--- src/rtl/rps_pkg.sv ---
// Shared types and the winner rule for the rock-paper-scissors round controller.
package rps_pkg;

  typedef enum logic [1:0] {
    MOVE_NONE = 2'd0,
    ROCK      = 2'd1,
    PAPER     = 2'd2,
    SCISSORS  = 2'd3
  } move_t;

  typedef enum logic [1:0] {
    RES_NONE = 2'd0,
    P1_WIN   = 2'd1,
    P2_WIN   = 2'd2,
    TIE      = 2'd3
  } result_t;

  typedef enum logic [1:0] {
    ST_COLLECT = 2'd0,
    ST_SHOW    = 2'd1,
    ST_RELEASE = 2'd2
  } state_t;

  // All-ones history makes buttons held through reset look already pressed.
  localparam logic [2:0] BTN_HIST_RST = 3'b111;

  // A lone latched move beats an absent one, which is how a forfeit is scored.
  function automatic result_t rps_judge(input move_t a, input move_t b);
    result_t r;
    if ((a == MOVE_NONE) && (b == MOVE_NONE)) begin
      r = RES_NONE;
    end else if (b == MOVE_NONE) begin
      r = P1_WIN;
    end else if (a == MOVE_NONE) begin
      r = P2_WIN;
    end else if (a == b) begin
      r = TIE;
    end else if (((a == ROCK) && (b == SCISSORS)) ||
                 ((a == PAPER) && (b == ROCK)) ||
                 ((a == SCISSORS) && (b == PAPER))) begin
      r = P1_WIN;
    end else begin
      r = P2_WIN;
    end
    return r;
  endfunction

endpackage

--- src/rtl/rps_press_detect.sv ---
// Rising-edge detector for one player's three debounced buttons; only a
// single-button rise counts as a press.
module rps_press_detect
  import rps_pkg::*;
(
  input  logic       clk,
  input  logic       reset,
  input  logic [2:0] btn,
  output logic       valid,
  output move_t      move
);

  logic [2:0] prev_r;
  logic [2:0] rise_s;

  assign rise_s = btn & ~prev_r;

  // Edge history tracks the button levels every cycle regardless of round state.
  always_ff @(posedge clk or negedge reset) begin
    if (!reset) begin
      prev_r <= BTN_HIST_RST;
    end else begin
      prev_r <= btn;
    end
  end

  // Decode a one-hot rise into a move; simultaneous rises are dropped.
  always_comb begin
    valid = 1'b0;
    move  = MOVE_NONE;
    case (rise_s)
      3'b001: begin
        valid = 1'b1;
        move  = ROCK;
      end
      3'b010: begin
        valid = 1'b1;
        move  = PAPER;
      end
      3'b100: begin
        valid = 1'b1;
        move  = SCISSORS;
      end
      default: begin
        valid = 1'b0;
        move  = MOVE_NONE;
      end
    endcase
  end

endmodule

--- src/rtl/rps_round_ctrl.sv ---
// Rock-paper-scissors round controller: latch moves, judge, show, wait for release.
// Optional forfeit timeout in COLLECT is built when RPS_TIMEOUT_EN is defined.
module rps_round_ctrl
  import rps_pkg::*;
#(
  parameter int unsigned SCORE_W        = 4,
  parameter int unsigned RESULT_CYCLES  = 25000000,
  parameter int unsigned TIMEOUT_CYCLES = 250000000
) (
  input  logic               clk,
  input  logic               reset,
  input  logic [2:0]         p1_btn,
  input  logic [2:0]         p2_btn,
  input  logic               score_clr,
  output logic [1:0]         p1_move,
  output logic [1:0]         p2_move,
  output logic [1:0]         result,
  output logic               result_valid,
  output logic [SCORE_W-1:0] p1_score,
  output logic [SCORE_W-1:0] p2_score
);

  localparam int unsigned        SHOW_W    = (RESULT_CYCLES > 1) ? $clog2(RESULT_CYCLES) : 1;
  localparam logic [SHOW_W-1:0]  SHOW_LAST = SHOW_W'(RESULT_CYCLES - 1);
  localparam logic [SCORE_W-1:0] SCORE_MAX = {SCORE_W{1'b1}};

  state_t             state_r, state_next_s;
  move_t              p1_move_r, p2_move_r, p1_move_nxt_s, p2_move_nxt_s;
  result_t            result_r, result_nxt_s, judge_s;
  logic               result_valid_r, result_valid_nxt_s;
  logic [SCORE_W-1:0] p1_score_r, p2_score_r, p1_score_nxt_s, p2_score_nxt_s;
  logic [SHOW_W-1:0]  show_cnt_r;
  logic               p1_valid_s, p2_valid_s;
  move_t              p1_press_s, p2_press_s;
  logic               both_latched_s, btns_idle_s, timeout_s;
  logic               p1_inc_s, p2_inc_s;

  rps_press_detect u_p1_press (
    .clk   (clk),
    .reset (reset),
    .btn   (p1_btn),
    .valid (p1_valid_s),
    .move  (p1_press_s)
  );

  rps_press_detect u_p2_press (
    .clk   (clk),
    .reset (reset),
    .btn   (p2_btn),
    .valid (p2_valid_s),
    .move  (p2_press_s)
  );

  assign both_latched_s = (p1_move_r != MOVE_NONE) && (p2_move_r != MOVE_NONE);
  assign btns_idle_s    = ({p1_btn, p2_btn} == 6'b000000);
  assign judge_s        = rps_judge(p1_move_r, p2_move_r);

`ifdef RPS_TIMEOUT_EN
  localparam int unsigned    TO_W    = (TIMEOUT_CYCLES > 1) ? $clog2(TIMEOUT_CYCLES) : 1;
  localparam logic [TO_W-1:0] TO_LAST = TO_W'(TIMEOUT_CYCLES - 1);

  logic [TO_W-1:0] to_cnt_r;
  logic            one_sided_s, other_press_s;

  assign one_sided_s   = (p1_move_r != MOVE_NONE) ^ (p2_move_r != MOVE_NONE);
  assign other_press_s = (p1_move_r == MOVE_NONE) ? p1_valid_s : p2_valid_s;
  // A late press by the waiting player on the last cycle still wins the race.
  assign timeout_s     = (state_r == ST_COLLECT) && one_sided_s &&
                         (to_cnt_r == TO_LAST) && !other_press_s;

  // Forfeit window counts only while exactly one player has latched.
  always_ff @(posedge clk or negedge reset) begin
    if (!reset) begin
      to_cnt_r <= {TO_W{1'b0}};
    end else if ((state_r == ST_COLLECT) && one_sided_s) begin
      to_cnt_r <= to_cnt_r + TO_W'(1'b1);
    end else begin
      to_cnt_r <= {TO_W{1'b0}};
    end
  end
`else
  assign timeout_s = 1'b0;
`endif

  // State register.
  always_ff @(posedge clk or negedge reset) begin
    if (!reset) begin
      state_r <= ST_COLLECT;
    end else begin
      state_r <= state_next_s;
    end
  end

  // Next-state logic.
  always_comb begin
    state_next_s = state_r;
    case (state_r)
      ST_COLLECT: begin
        if (both_latched_s || timeout_s) begin
          state_next_s = ST_SHOW;
        end else begin
          state_next_s = ST_COLLECT;
        end
      end
      ST_SHOW: begin
        if (show_cnt_r == SHOW_LAST) begin
          state_next_s = ST_RELEASE;
        end else begin
          state_next_s = ST_SHOW;
        end
      end
      ST_RELEASE: begin
        if (btns_idle_s) begin
          state_next_s = ST_COLLECT;
        end else begin
          state_next_s = ST_RELEASE;
        end
      end
      default: state_next_s = ST_COLLECT;
    endcase
  end

  // Next values of the registered outputs, including scoring on SHOW entry.
  always_comb begin
    p1_move_nxt_s      = p1_move_r;
    p2_move_nxt_s      = p2_move_r;
    result_nxt_s       = result_r;
    result_valid_nxt_s = 1'b0;
    p1_inc_s           = 1'b0;
    p2_inc_s           = 1'b0;
    case (state_r)
      ST_COLLECT: begin
        if (state_next_s == ST_SHOW) begin
          result_nxt_s       = judge_s;
          result_valid_nxt_s = 1'b1;
          p1_inc_s           = (judge_s == P1_WIN);
          p2_inc_s           = (judge_s == P2_WIN);
        end else begin
          if ((p1_move_r == MOVE_NONE) && p1_valid_s) begin
            p1_move_nxt_s = p1_press_s;
          end else begin
            p1_move_nxt_s = p1_move_r;
          end
          if ((p2_move_r == MOVE_NONE) && p2_valid_s) begin
            p2_move_nxt_s = p2_press_s;
          end else begin
            p2_move_nxt_s = p2_move_r;
          end
        end
      end
      ST_SHOW: begin
        result_valid_nxt_s = (state_next_s == ST_SHOW);
      end
      ST_RELEASE: begin
        if (state_next_s == ST_COLLECT) begin
          p1_move_nxt_s = MOVE_NONE;
          p2_move_nxt_s = MOVE_NONE;
          result_nxt_s  = RES_NONE;
        end else begin
          result_nxt_s  = result_r;
        end
      end
      default: begin
        p1_move_nxt_s = MOVE_NONE;
        p2_move_nxt_s = MOVE_NONE;
        result_nxt_s  = RES_NONE;
      end
    endcase

    // Clear beats a same-cycle win; otherwise scores saturate.
    if (score_clr) begin
      p1_score_nxt_s = {SCORE_W{1'b0}};
      p2_score_nxt_s = {SCORE_W{1'b0}};
    end else begin
      if (p1_inc_s && (p1_score_r != SCORE_MAX)) begin
        p1_score_nxt_s = p1_score_r + SCORE_W'(1'b1);
      end else begin
        p1_score_nxt_s = p1_score_r;
      end
      if (p2_inc_s && (p2_score_r != SCORE_MAX)) begin
        p2_score_nxt_s = p2_score_r + SCORE_W'(1'b1);
      end else begin
        p2_score_nxt_s = p2_score_r;
      end
    end
  end

  // Output registers.
  always_ff @(posedge clk or negedge reset) begin
    if (!reset) begin
      p1_move_r      <= MOVE_NONE;
      p2_move_r      <= MOVE_NONE;
      result_r       <= RES_NONE;
      result_valid_r <= 1'b0;
      p1_score_r     <= {SCORE_W{1'b0}};
      p2_score_r     <= {SCORE_W{1'b0}};
    end else begin
      p1_move_r      <= p1_move_nxt_s;
      p2_move_r      <= p2_move_nxt_s;
      result_r       <= result_nxt_s;
      result_valid_r <= result_valid_nxt_s;
      p1_score_r     <= p1_score_nxt_s;
      p2_score_r     <= p2_score_nxt_s;
    end
  end

  // Display-window counter runs from zero on the SHOW entry cycle.
  always_ff @(posedge clk or negedge reset) begin
    if (!reset) begin
      show_cnt_r <= {SHOW_W{1'b0}};
    end else if (state_r == ST_SHOW) begin
      show_cnt_r <= show_cnt_r + SHOW_W'(1'b1);
    end else begin
      show_cnt_r <= {SHOW_W{1'b0}};
    end
  end

  assign p1_move      = p1_move_r;
  assign p2_move      = p2_move_r;
  assign result       = result_r;
  assign result_valid = result_valid_r;
  assign p1_score     = p1_score_r;
  assign p2_score     = p2_score_r;

endmodule

--- config.mk ---
export PLATFORM = sky130hd
export DESIGN_NAME = rps_round_ctrl
export DESIGN_NICKNAME = d
export VERILOG_FILES = /design/src/rtl/rps_pkg.sv /design/src/rtl/rps_press_detect.sv /design/src/rtl/rps_round_ctrl.sv
export SDC_FILE = /design/constraint.sdc
export NUM_CORES = 1
export LEC_CHECK = 0
export BUFFER_PORTS_ARGS = -buffer_cell sky130_fd_sc_hd__buf_2
export CORE_ASPECT_RATIO = 1.4
export CORE_MARGIN = 2
export CORE_UTILIZATION = 35
export DETAILED_ROUTE_END_ITERATION = 10
export HOLD_SLACK_MARGIN = 0.08
export SLEW_MARGIN = 20
export SYNTH_ARGS = -nofsm -noshare
export SYNTH_HDL_FRONTEND = slang
export SYNTH_HIERARCHICAL = 1
export SYNTH_SLANG_ARGS = --single-unit
export TNS_END_PERCENT = 30
--- constraint.sdc ---
create_clock -name clk -period 2.8 [get_ports clk]
set_input_delay 0.14 -clock clk [delete_from_list [all_inputs] [get_ports clk]]
set_output_delay 0.14 -clock clk [all_outputs]
set_load 0.05 [all_outputs]
After elaboration in Yosys (flattened, before gate mapping). Cells that the tools add are included. Widths: inputs -> output; s select.

Flip-flop bits (word level): 48. Input port bits: 9. Output and inout port bits: 15.

$add $sub $neg: 3. Eq/ne operators: 26. Multiplexer cells: 33. Bitwise operators: 5. Reductions and logical operators: 25.

Operators by type and width (number): $pmux 2 s3 (6); $mux 2 (13); $add 25x1->25 const B (1); $eq 25x25->1 const B (1); $mux 25 (1); $mux 4 (4); $eq 2x2->1 const B (6); $eq 2x1->1 const B (5); $ne 2x2->1 const B (5); $logic_and 1x1->1 (9); $add 4x1->4 const B (2); $logic_not 2->1 (4); $mux 1 (8); $ne 4x4->1 const B (2); $reduce_and 4->1 (2); $reduce_bool 2->1 (4); $and 3x3->3 (2); $eq 3x1->1 const B (2); $eq 3x2->1 const B (2); $eq 3x3->1 const B (2); $logic_not 6->1 (1); $not 3->3 (2); $reduce_or 3->1 (2); $reduce_and 3->1 (1); other kinds (4) (5).

Depth between registers and ports, before layout.
Word-level depth: 15. Depth in mapped cells: 6. Gate-level depth less buffers: 6.

Hierarchy. The synthesis kept the hierarchy.

By module, submodules not included: rps_round_ctrl (times used 1, cells each 239, area each 2272.2 µm², seq. area each 1051.0 µm²); rps_press_detect (times used 2, cells each 13, area each 150.1 µm², seq. area each 78.8 µm²).

Worst setup path before layout. Ideal clock, no wire load.

Path type: register -> register. Start point: register p1_move_r[0], in the netlist p1_move[0]. End point: register p1_score_r[1], in the netlist p1_score[1]. Library setup time: 0.131 ns. Data arrival time: 1.775 ns. Setup slack: 0.894 ns. Cell stages (with the launch flop): 6. Cell sequence: dfrtp_1 buf_2 and4b_1 o31ai_1 mux2i_1 nor2_1.

Longest elaborated chain between the ends: 14.

Ends and longest elaborated chain: start, declared (RTL line rps_round_ctrl.sv:28) `move_t p1_move_r, p2_move_r, p1_move_nxt_s, p2_move_nxt_s;`; start signal, assigned (RTL line rps_round_ctrl.sv:198) `p1_move_r <= p1_move_nxt_s;`; $eq 2x1->1 or $eq 2x2->1 (tied branches) (RTL line rps_pkg.sv:38, rps_pkg.sv:39); $logic_and 1x1->1 (on tied branches) (RTL line rps_pkg.sv:38, rps_pkg.sv:39); $logic_or 1x1->1 (RTL line rps_pkg.sv:38) `end else if (((a == ROCK) && (b == SCISSORS)) ||`; $logic_or 1x1->1 (RTL line rps_pkg.sv:39) `((a == PAPER) && (b == ROCK)) ||`; $mux 2 (RTL line rps_pkg.sv:38); $mux 2 (RTL line rps_pkg.sv:36) `end else if (a == b) begin`; $mux 2 (RTL line rps_pkg.sv:34) `end else if (a == MOVE_NONE) begin`; $mux 2 (RTL line rps_pkg.sv:32) `end else if (b == MOVE_NONE) begin`; $mux 2 (RTL line rps_pkg.sv:30) `if ((a == MOVE_NONE) && (b == MOVE_NONE)) begin`; $eq 2x1->1 (RTL line rps_round_ctrl.sv:136) `p1_inc_s = (judge_s == P1_WIN);`; $mux 1 * (RTL line rps_round_ctrl.sv:133) `if (state_next_s == ST_SHOW) begin`; $mux 1 * (RTL line rps_round_ctrl.sv:131) `case (state_r)`; $logic_and 1x1->1 * (RTL line rps_round_ctrl.sv:175) `if (p1_inc_s && (p1_score_r != SCORE_MAX)) begin`; $reduce_bool 2->1 (no source line) *; end signal, assigned (RTL line rps_round_ctrl.sv:195) `p1_score_r <= {SCORE_W{1'b0}};`; end signal, assigned (RTL line rps_round_ctrl.sv:202) `p1_score_r <= p1_score_nxt_s;`; end, declared (RTL line rps_round_ctrl.sv:31) `logic [SCORE_W-1:0] p1_score_r, p2_score_r, p1_score_nxt_s, p2_score_nxt_s;`.

Mark *: on every way between the ends. The rest lies on a longest branch, timed or not. A chain may end at the register's enable or synchronous reset.

Worst setup path in the final report.
Start point: register show_cnt_r[2]. End point: register show_cnt_r[24].

Longest elaborated chain between the ends: 2.

Ends and longest elaborated chain: start, declared (RTL line rps_round_ctrl.sv:32) `logic [SHOW_W-1:0] show_cnt_r;`; start signal, assigned (RTL line rps_round_ctrl.sv:210) `show_cnt_r <= {SHOW_W{1'b0}};`; start signal, assigned (RTL line rps_round_ctrl.sv:212) `show_cnt_r <= show_cnt_r + SHOW_W'(1'b1);`; start signal, assigned (RTL line rps_round_ctrl.sv:214) `show_cnt_r <= {SHOW_W{1'b0}};`; $add 25x1->25 (RTL line rps_round_ctrl.sv:212); $mux 25 (RTL line rps_round_ctrl.sv:211) `end else if (state_r == ST_SHOW) begin`.

No other way between the ends.

==> impl_metrics.json <==
{
  "status": "finished, final reports clean",
  "final.period_utilization": 0.747,
  "synth_area_leaders": "dfrtp_1 41%, dfstp_2 6.1%, xor2_1 4.4%",
  "layoutNonFillerInstCount": 387,
  "synth_edf_count": 0,
  "maxCapViolCount": 0,
  "first_pass_iters": 4,
  "grtUsageTotal": 0.136,
  "rows": 37,
  "port_buffers": 23,
  "synth_ff_type": "dfrtp_1",
  "max_slew_margin": 0.491,
  "drc": 0,
  "slowest_delay_ns": 0.60,
  "routedWlPerCell_um": 13.1,
  "cts_resized": 0,
  "cts_tree": "done",
  "r2r-end": "show_cnt_r[24]",
  "area_delta_synth_final_pct": 13.9,
  "crit_chain": "and4_1, nand4_1, or4_1, a21oi_1",
  "netlist_area_um2": 2570,
  "drt-total-wl_um": 5070,
  "min_path_type": "input pin to register",
  "ctsLongestPathBuffers": 2,
  "p_leak_nw": 1.26,
  "cp_max_fo": 13,
  "yosys_warnings": 6,
  "setup-violations-final": 0,
  "die-area_um2": 8060,
  "worstHoldStart": "score_clr",
  "regToRegStartpoint": "show_cnt_r[2]",
  "regToRegSetupSlack_ns": 0.71,
  "irDropWorstVdd_uv": 498,
  "ys_seq_area_frac": 0.470,
  "place_ws_ns": 0.720,
  "yosysMostFrequentCell": "dfrtp_1",
  "crit_start": "show_cnt_r[2]",
  "gp_congestion": 0.752,
  "holdPathEnd": "p1_score[2]",
  "cp.arrival_ns": 2.32,
  "io_pins": 24,
  "reg2reg_depth": 4,
  "postSynthCellCount": 265,
  "final_nets": 301,
  "numCtsBuffers": 5,
  "maxClockFrequency_ghz": 0.478,
  "cts-htree-levels": 2,
  "async_reset_ff_frac": 1.00,
  "dr.first_iter.drc_count": 73,
  "cts_sinks": 48,
  "fin_crit_ns": 2.09,
  "min_path_cells": 2,
  "ys_ff_latch": 48,
  "postPlaceCellArea_um2": 2750,
  "grt_pass1_wl_um": 9000,
  "core-area_um2": 7220,
  "cp_top_family": "simple AND/OR/NAND/NOR gates",
  "numPlacedInstances": 372,
  "dpl.hpwl_um": 3520,
  "crit_path_end_kind": "register",
  "rsz0062_at_grt": "false",
  "drive_above_1_share": 0.162,
  "tns_ns": 0,
  "yosysTopAreaCell": "dfrtp_1",
  "stdcell_area_um2": 2930,
  "critPathSlowestCell": "or4_1",
  "path_buf_inv": 0,
  "vias_per_cell": 5.17,
  "ant_nets": 0,
  "die_h_um": 105,
  "p_per_area_nw_per_um2": 680,
  "start_util": 0.356,
  "grt_remaining_overflow": 0,
  "clkTransAtPathRegs_ns": 0.09,
  "synth_top_area_frac": 0.409,
  "slew_violations": 0,
  "antenna_found_initial": 0,
  "setup_slack_ns": 0.709,
  "synth_fp_nets": 277,
  "grt_max_degree": 47,
  "synth_common_cells": "42 x dfrtp_1, 28 x nor2_1, 19 x nand3_1, 15 x a21oi_1",
  "power_w": 0.00199,
  "grt_pass1_vias": 2050,
  "hold_viol": 0,
  "critPathKind": "register to register",
  "synth_cell_types": 45,
  "clock_skew_ns": 0.00326,
  "clock_latency_ns": 0.30,
  "worst_pin_slew_ns": 0.758,
  "diodes": 0,
  "startpoint_type": "register",
  "die_x_um": 76.5,
  "vias": 2001,
  "clock-root-buffer": "clkbuf_8",
  "syn_avg_cell_area_um2": 9.71,
  "required_ns": 3.03
}
-- worst register-to-register path, stage by stage, from the launching register on --
cell and delay [ns]:
dfrtp_1 0.42, and4_1 0.40, nand4_1 0.46, or4_1 0.60
a21oi_1 0.14
-- area by class of cell --
| cell class | count | area [µm²] |
|---|---|---|
| flip-flops and latches | 48 | 1210 |
| multi-input cells | 197 | 1270 |
| clock inverters | 2 | 35.0 |
| clock buffers | 6 | 72.6 |
| repair buffers | 32 | 203 |
| well taps | 97 | 121 |
| fillers | 738 | 4290 |
| inverters | 5 | 18.8 |
-- per-stage QoR --
stage / hold slack [ns] / utilization
final: 0.126 / 0.406
after global routing: 0.126 / 0.406
after global placement: 0.265 / 0.381
after CTS: 0.115 / 0.405
after detailed placement: 0.265 / 0.381
after floorplan: -0.156 / -
-- metal layers --
metal,wire length (µm),track usage,vias to the layer above,share of wire
met5,0,0,-,0
met4,68,0.0455,0,0.013
met3,121,0.0265,5,0.024
met2,2700,0.255,21,0.53
met1,2180,0.151,976,0.43
li1,-,-,999,-
-- what timing repair did --
item,in CTS,in global routing
hold buffers,7,0
buffers inserted,0,0
endpoints found under the hold margin,48,0
-- worst max path at each step --
stage,depth (start not counted),slack [ns],end
floorplan,5,0.89,p1_score[1]
global route,4,0.52,show_cnt_r[24]
detailed placement,4,0.72,show_cnt_r[24]
CTS,4,0.70,show_cnt_r[24]
finish,4,0.71,show_cnt_r[24]
global placement,4,0.79,show_cnt_r[24]
-- cells by family after synthesis --
family	after synthesis	share of synthesized area
compound gates	52	0.128
buf+inv	20	0.0360
mux	5	0.0209
fa+ha+maj	3	0.0146
xor+xnor	20	0.0681
flops	48	0.470
simple gates	117	0.262
-- flip-flops by register name, summed over array words and instances, names as in the netlist --
name and count:
show_cnt_r 25, p1_score 4, p2_score 4, u_p1_press/prev_r 3, u_p2_press/prev_r 3, p1_move 2, p2_move 2, result 2
state_r 2, result_valid 1
-- where the power goes --
part	internal [W]	switching [W]
registers	0.000790	0.000151
clock network	0.000265	0.000228
logic	0.000219	0.000340
-- layout by cell type, fill, tap and decap left out, types with 2 or more instances in the layout --
cell	instances
nand4_1	7
nand2_1	9
and2b_1	2
and4b_1	2
inv_1	5
or4_1	6
a311oi_1	3
buf_2	22
or3_1	9
xor2_1	13
dfstp_2	6
o21ai_0	13
nor4b_1	2
dfrtp_1	42
ha_1	3
o31ai_1	7
nor2b_1	7
nor3b_1	2
o21a_1	6
buf_4	3
nand2b_1	3
xnor2_1	7
and3_1	3
a21oi_1	15
nor2b_2	4
dlygate4sd3_1	7
nand3_1	19
a211oi_1	2
and2_1	3
nor3_1	4
mux2_2	3
and4_1	3
mux2i_1	2
nor2_1	28
clkbuf_8	5
(Power assumes the default switching activity.)
